$ cat config.mk
export PLATFORM = sky130hd
export DESIGN_NAME = tpmem_pp
export DESIGN_NICKNAME = d
export VERILOG_FILES = /design/src/rtl/tpmem_pp.sv
export SDC_FILE = /design/constraint.sdc
export NUM_CORES = 2
export LEC_CHECK = 0
export ABC_CLOCK_PERIOD_IN_PS = 10390
export BUFFER_PORTS_ARGS = -buffer_cell sky130_fd_sc_hd__buf_2
export CAP_MARGIN = 40
export CELL_PAD_IN_SITES_DETAIL_PLACEMENT = 1
export CELL_PAD_IN_SITES_GLOBAL_PLACEMENT = 2
export CORE_MARGIN = 8
export CORE_UTILIZATION = 40
export DETAILED_ROUTE_END_ITERATION = 12
export GPL_TIMING_DRIVEN = 1
export PLACE_DENSITY_LB_ADDON = 0.1
export REMOVE_ABC_BUFFERS = 1
export SLEW_MARGIN = 25
export SYNTH_ARGS = -nofsm -noshare
export SYNTH_HDL_FRONTEND = slang
export SYNTH_SLANG_ARGS = --single-unit
$ cat constraint.sdc
create_clock -name i_clk -period 10.39 [get_ports i_clk]
set_input_delay 1.039 -clock i_clk [delete_from_list [all_inputs] [get_ports i_clk]]
set_output_delay 1.039 -clock i_clk [all_outputs]
set_load 0.01 [all_outputs]
$ cat src/rtl/tpmem_pp.sv
// Ping-pong N x N transpose memory: rows are written into one bank while the other drains columns.
// Optional `TPMEM_PP_MODE_EN adds i_mode, a per-block pass-through select.
module tpmem_pp #(
    parameter int BW = 12,
    parameter int N  = 8
) (
    input  logic            i_clk,
    input  logic            i_Reset,
    input  logic [N*BW-1:0] i_data,
    input  logic            i_valid,
    output logic            o_ready,
`ifdef TPMEM_PP_MODE_EN
    input  logic            i_mode,
`endif
    output logic [N*BW-1:0] o_data,
    output logic            o_valid,
    output logic            o_last,
    input  logic            i_ready
);

    localparam int AW = $clog2(N);
    localparam logic [AW-1:0] LAST = AW'(N - 1);

    logic [N*BW-1:0] r_mem [2][N];
    logic [1:0]      r_full;
    logic [1:0]      w_full_d;
    logic            r_wr_bank;
    logic            r_rd_bank;
    logic [AW-1:0]   r_wr_row;
    logic [AW-1:0]   r_rd_col;
    logic            w_wr_en;
    logic            w_ld_en;
    logic [N*BW-1:0] w_col;
    logic [N*BW-1:0] w_rd_beat;
`ifdef TPMEM_PP_MODE_EN
    logic [1:0]      r_mode;
`endif

    assign o_ready = ~r_full[r_wr_bank];
    assign w_wr_en = i_valid & o_ready;
    assign w_ld_en = r_full[r_rd_bank] & (~o_valid | i_ready);

    // Element r of the output beat is element rd_col of row r.
    always_comb begin
        w_col = '0;
        for (int r = 0; r < N; r++) begin
            w_col[(N-1-r)*BW +: BW] = r_mem[r_rd_bank][r][(N-1-int'(r_rd_col))*BW +: BW];
        end
    end

`ifdef TPMEM_PP_MODE_EN
    assign w_rd_beat = r_mode[r_rd_bank] ? r_mem[r_rd_bank][r_rd_col] : w_col;
`else
    assign w_rd_beat = w_col;
`endif

    // Set and clear can only coincide on different banks, so both apply.
    always_comb begin
        w_full_d = r_full;
        if (w_wr_en && (r_wr_row == LAST)) w_full_d[r_wr_bank] = 1'b1;
        if (w_ld_en && (r_rd_col == LAST)) w_full_d[r_rd_bank] = 1'b0;
    end

    always_ff @(posedge i_clk) begin
        if (w_wr_en) r_mem[r_wr_bank][r_wr_row] <= i_data;
    end

    always_ff @(posedge i_clk or negedge i_Reset) begin
        if (!i_Reset) begin
            r_full    <= '0;
            r_wr_bank <= 1'b0;
            r_rd_bank <= 1'b0;
            r_wr_row  <= '0;
            r_rd_col  <= '0;
            o_data    <= '0;
            o_valid   <= 1'b0;
            o_last    <= 1'b0;
`ifdef TPMEM_PP_MODE_EN
            r_mode    <= '0;
`endif
        end else begin
            r_full <= w_full_d;
            if (w_wr_en) begin
                if (r_wr_row == LAST) begin
                    r_wr_row  <= '0;
                    r_wr_bank <= ~r_wr_bank;
                end else begin
                    r_wr_row <= r_wr_row + AW'(1);
                end
            end
`ifdef TPMEM_PP_MODE_EN
            if (w_wr_en && (r_wr_row == '0)) r_mode[r_wr_bank] <= i_mode;
`endif
            if (w_ld_en) begin
                o_data  <= w_rd_beat;
                o_valid <= 1'b1;
                o_last  <= (r_rd_col == LAST);
                if (r_rd_col == LAST) begin
                    r_rd_col  <= '0;
                    r_rd_bank <= ~r_rd_bank;
                end else begin
                    r_rd_col <= r_rd_col + AW'(1);
                end
            end else if (o_valid && i_ready) begin
                o_valid <= 1'b0;
                o_last  <= 1'b0;
            end
        end
    end

endmodule

==> metrics.csv <==
metric;value;unit
drcViolationCount;0;
reg2reg_slack;5.19;ns
ys_ff_latch;1644;
fp.dieH;454;µm
yosys.cell_types.count;59;
p_leak;28.1;nW
hpwl;162;mm
tns;0;ns
avgSynthCellArea;17.7;µm²
clkTransAtPathRegs;0.06;ns
setup_viol;0;
synth_compound_gate_area_share;5.17;%
critPathMaxFanout;71;
vias;44719;
io_buffers;198;
synth_fa_ha_area_share;0.147;%
syn_to_final_growth;13.0;%
antenna_found_initial;11;
power_density;350;mW/mm²
rr_endpoint;o_data[72];
post_drt_wl_per_cell;34.9;µm
clkSinkCount;1644;
syn_inst;4323;
final_common_cell;edfxtp_1;
synth_xor_xnor_area_share;0.0228;%
die_x;454;µm
yosys.area_share.simple;3.78;%
fin_total_pwr;30.3;mW
clockBufferDepth;3;
fin_crit_sh;50.0;%
drive_gt1_share;29.7;%
synth-edff-count;1536;
drv_slew;0;
viasPerCell;6.23;
grt_max_degree;131;
end_kind;flop;
gp_congestion;0.790;
maxCapViolations;0;
yosysWarnings;0;
final_util;45.5;%
max_freq;0.192;GHz
ant_nets;0;
first_global_vias;47484;
stdcell_count;7177;
crit_arrival;5.94;ns
final_cell_mix;edfxtp_1 (1,536), mux4_2 (680), nand2_1 (378);
ff2ff_path_depth;11;
synth_top_family_by_area;multiplexers;
start_util;40.3;%
post_cts_buffers;0;
ir_worst_vdd;0.420;mV
async_reset_ff_share;6.57;%
slew_headroom;36.0;%
status;completed;
synth-seq-area-share;63.6;%
htree_levels;4;
drtIter0Drc;4279;
dr.pass1.iters;5;
cts-resized-gates;0;
synth.area.mux_share;24.7;%
cts_made_buffers;183;
hold_path_class;in -> async;
hold_viol;0;
worst_slew_pin_slew;0.960;ns
synthFlopType;edfxtp_1;
cts_tree;done;
postCtsHoldBufs;0;
period_needed;5.20;ns
reg2reg_from;r_rd_col[0];
clock_latency;0.82;ns
grt_first_pass_wirelength;358;mm
critPathKind;reg -> reg;
placedCellCount;6824;
fin_nets;4620;
required;11.13;ns
cts_root_buffer;clkbuf_16;
fin_skew;0.0378;ns
routed_wl;250;mm
coreArea;0.190;mm²
grt_overflow_total;0;
critPathLaunchType;flop;
syn_area;0.0767;mm²
std_cell_rows;160;
fp.dieArea;0.206;mm²
io_pins;199;
rsz0062_at_grt;false;
track_usage;23.9;%
==> stage by stage <==
stage	instance area (µm²)	hold slack (ns)	setup slack, ns
after floorplan	74800	0.478	-25.01
after global placement	80100	0.491	4.80
after detailed placement	80500	0.495	5.12
after CTS	86400	0.0980	5.12
after global routing	86700	0.117	5.00
final	86700	0.144	5.19
==> kinds of logic (layout without fill, tap and decap cells) <==
group,count (synthesis),count (layout)
mux,1035,1035
simple gates,681,681
fa+ha+maj,9,9
flops,1644,1644
compound gates,605,605
buf+inv,347,683
xor+xnor,2,2
other cells,0,7
==> how the worst max path moves through the flow <==
stage	start	end	slack (ns)	cells after the start
after floorplan	r_rd_bank	o_data[2]	-25.01	5
after global placement	r_rd_col[0]	o_data[72]	4.80	10
after detailed placement	r_rd_col[0]	o_data[72]	5.12	10
after CTS	r_rd_col[0]	o_data[3]	5.12	9
after global routing	r_rd_col[0]	o_data[67]	5.00	12
final	r_rd_col[0]	o_data[72]	5.19	11
==> state kept, by name, indices dropped and copies added (netlist names) <==
| signal | flops |
|---|---|
| r_rd_col | 3 |
| o_data | 96 |
| r_full | 2 |
| r_rd_bank | 1 |
| r_wr_bank | 1 |
| o_last | 1 |
| r_mem | 1536 |
| r_wr_row | 3 |
| o_valid | 1 |
==> Yosys cell counts, drive strengths merged (4+ instances only) <==
| master | instances | area [µm²] |
|---|---|---|
| or3 | 7 | 43.8 |
| mux4 | 680 | 15300 |
| nand4 | 5 | 31.3 |
| a311oi | 9 | 78.8 |
| o22ai | 48 | 300 |
| clkbuf | 121 | 454 |
| a32oi | 7 | 61.3 |
| nor3 | 22 | 110 |
| buf | 216 | 1460 |
| nand3 | 51 | 255 |
| a32o | 5 | 50.1 |
| a21oi | 141 | 706 |
| edfxtp | 1536 | 46100 |
| nor2 | 128 | 480 |
| nor2b | 28 | 175 |
| mux2 | 56 | 638 |
| o221ai | 19 | 166 |
| a221o | 37 | 370 |
| ha | 9 | 113 |
| a22oi | 61 | 458 |
| a2111oi | 8 | 70.1 |
| inv | 9 | 33.8 |
| nand2 | 382 | 1430 |
| o311ai | 5 | 43.8 |
| o211ai | 16 | 120 |
| a211oi | 55 | 413 |
| a31oi | 31 | 194 |
| and3 | 32 | 200 |
| a22o | 4 | 35.0 |
| and2 | 10 | 62.6 |
| dfrtp | 108 | 2700 |
| o21ai | 133 | 666 |
| mux2i | 299 | 2990 |
| a221oi | 6 | 52.6 |
| nor4 | 4 | 25.0 |
| nand2b | 6 | 37.5 |
==> final cells by class <==
class / count / area (µm²)
multi-input cells: 2332 / 26200
clock inverters: 60 / 572
fillers: 17890 / 104000
inverters: 10 / 57.6
diodes: 7 / 17.5
clock buffers: 273 / 5290
repair buffers: 340 / 2610
flip-flops and latches: 1644 / 48800
well taps: 2511 / 3140
==> critical path, cell delays in order, from the launching register on <==
cell	delay (ns)
dfrtp_4	0.86
inv_8	0.41
ha_4	0.31
ha_4	0.60
buf_4	0.70
buf_4	0.72
mux4_2	0.42
nand2_1	0.08
o21ai_0	0.09
a2111oi_0	0.51
buf_1	0.21
a221o_1	0.13
==> where the power goes <==
group          switching (mW)  internal, mW  leakage (nW)
Sequential              0.471          7.96          15.2
Clock                    2.61          3.76          2.87
Combinational            9.57          5.97          10.0
Total                    12.6          17.7          28.1
==> routing by layer <==
layer  track usage (%)  share of wire (%)  vias to the layer above  routed length (µm)
li1                  -                  -                    18426                   -
met5                 0             0.0080                        -                  20
met4              6.18                2.5                        4                6160
met1              32.9                 43                    24626              108000
met3              3.18                4.8                      309               12100
met2              40.4                 50                     1354              124000
(Power assumes the default switching activity.)
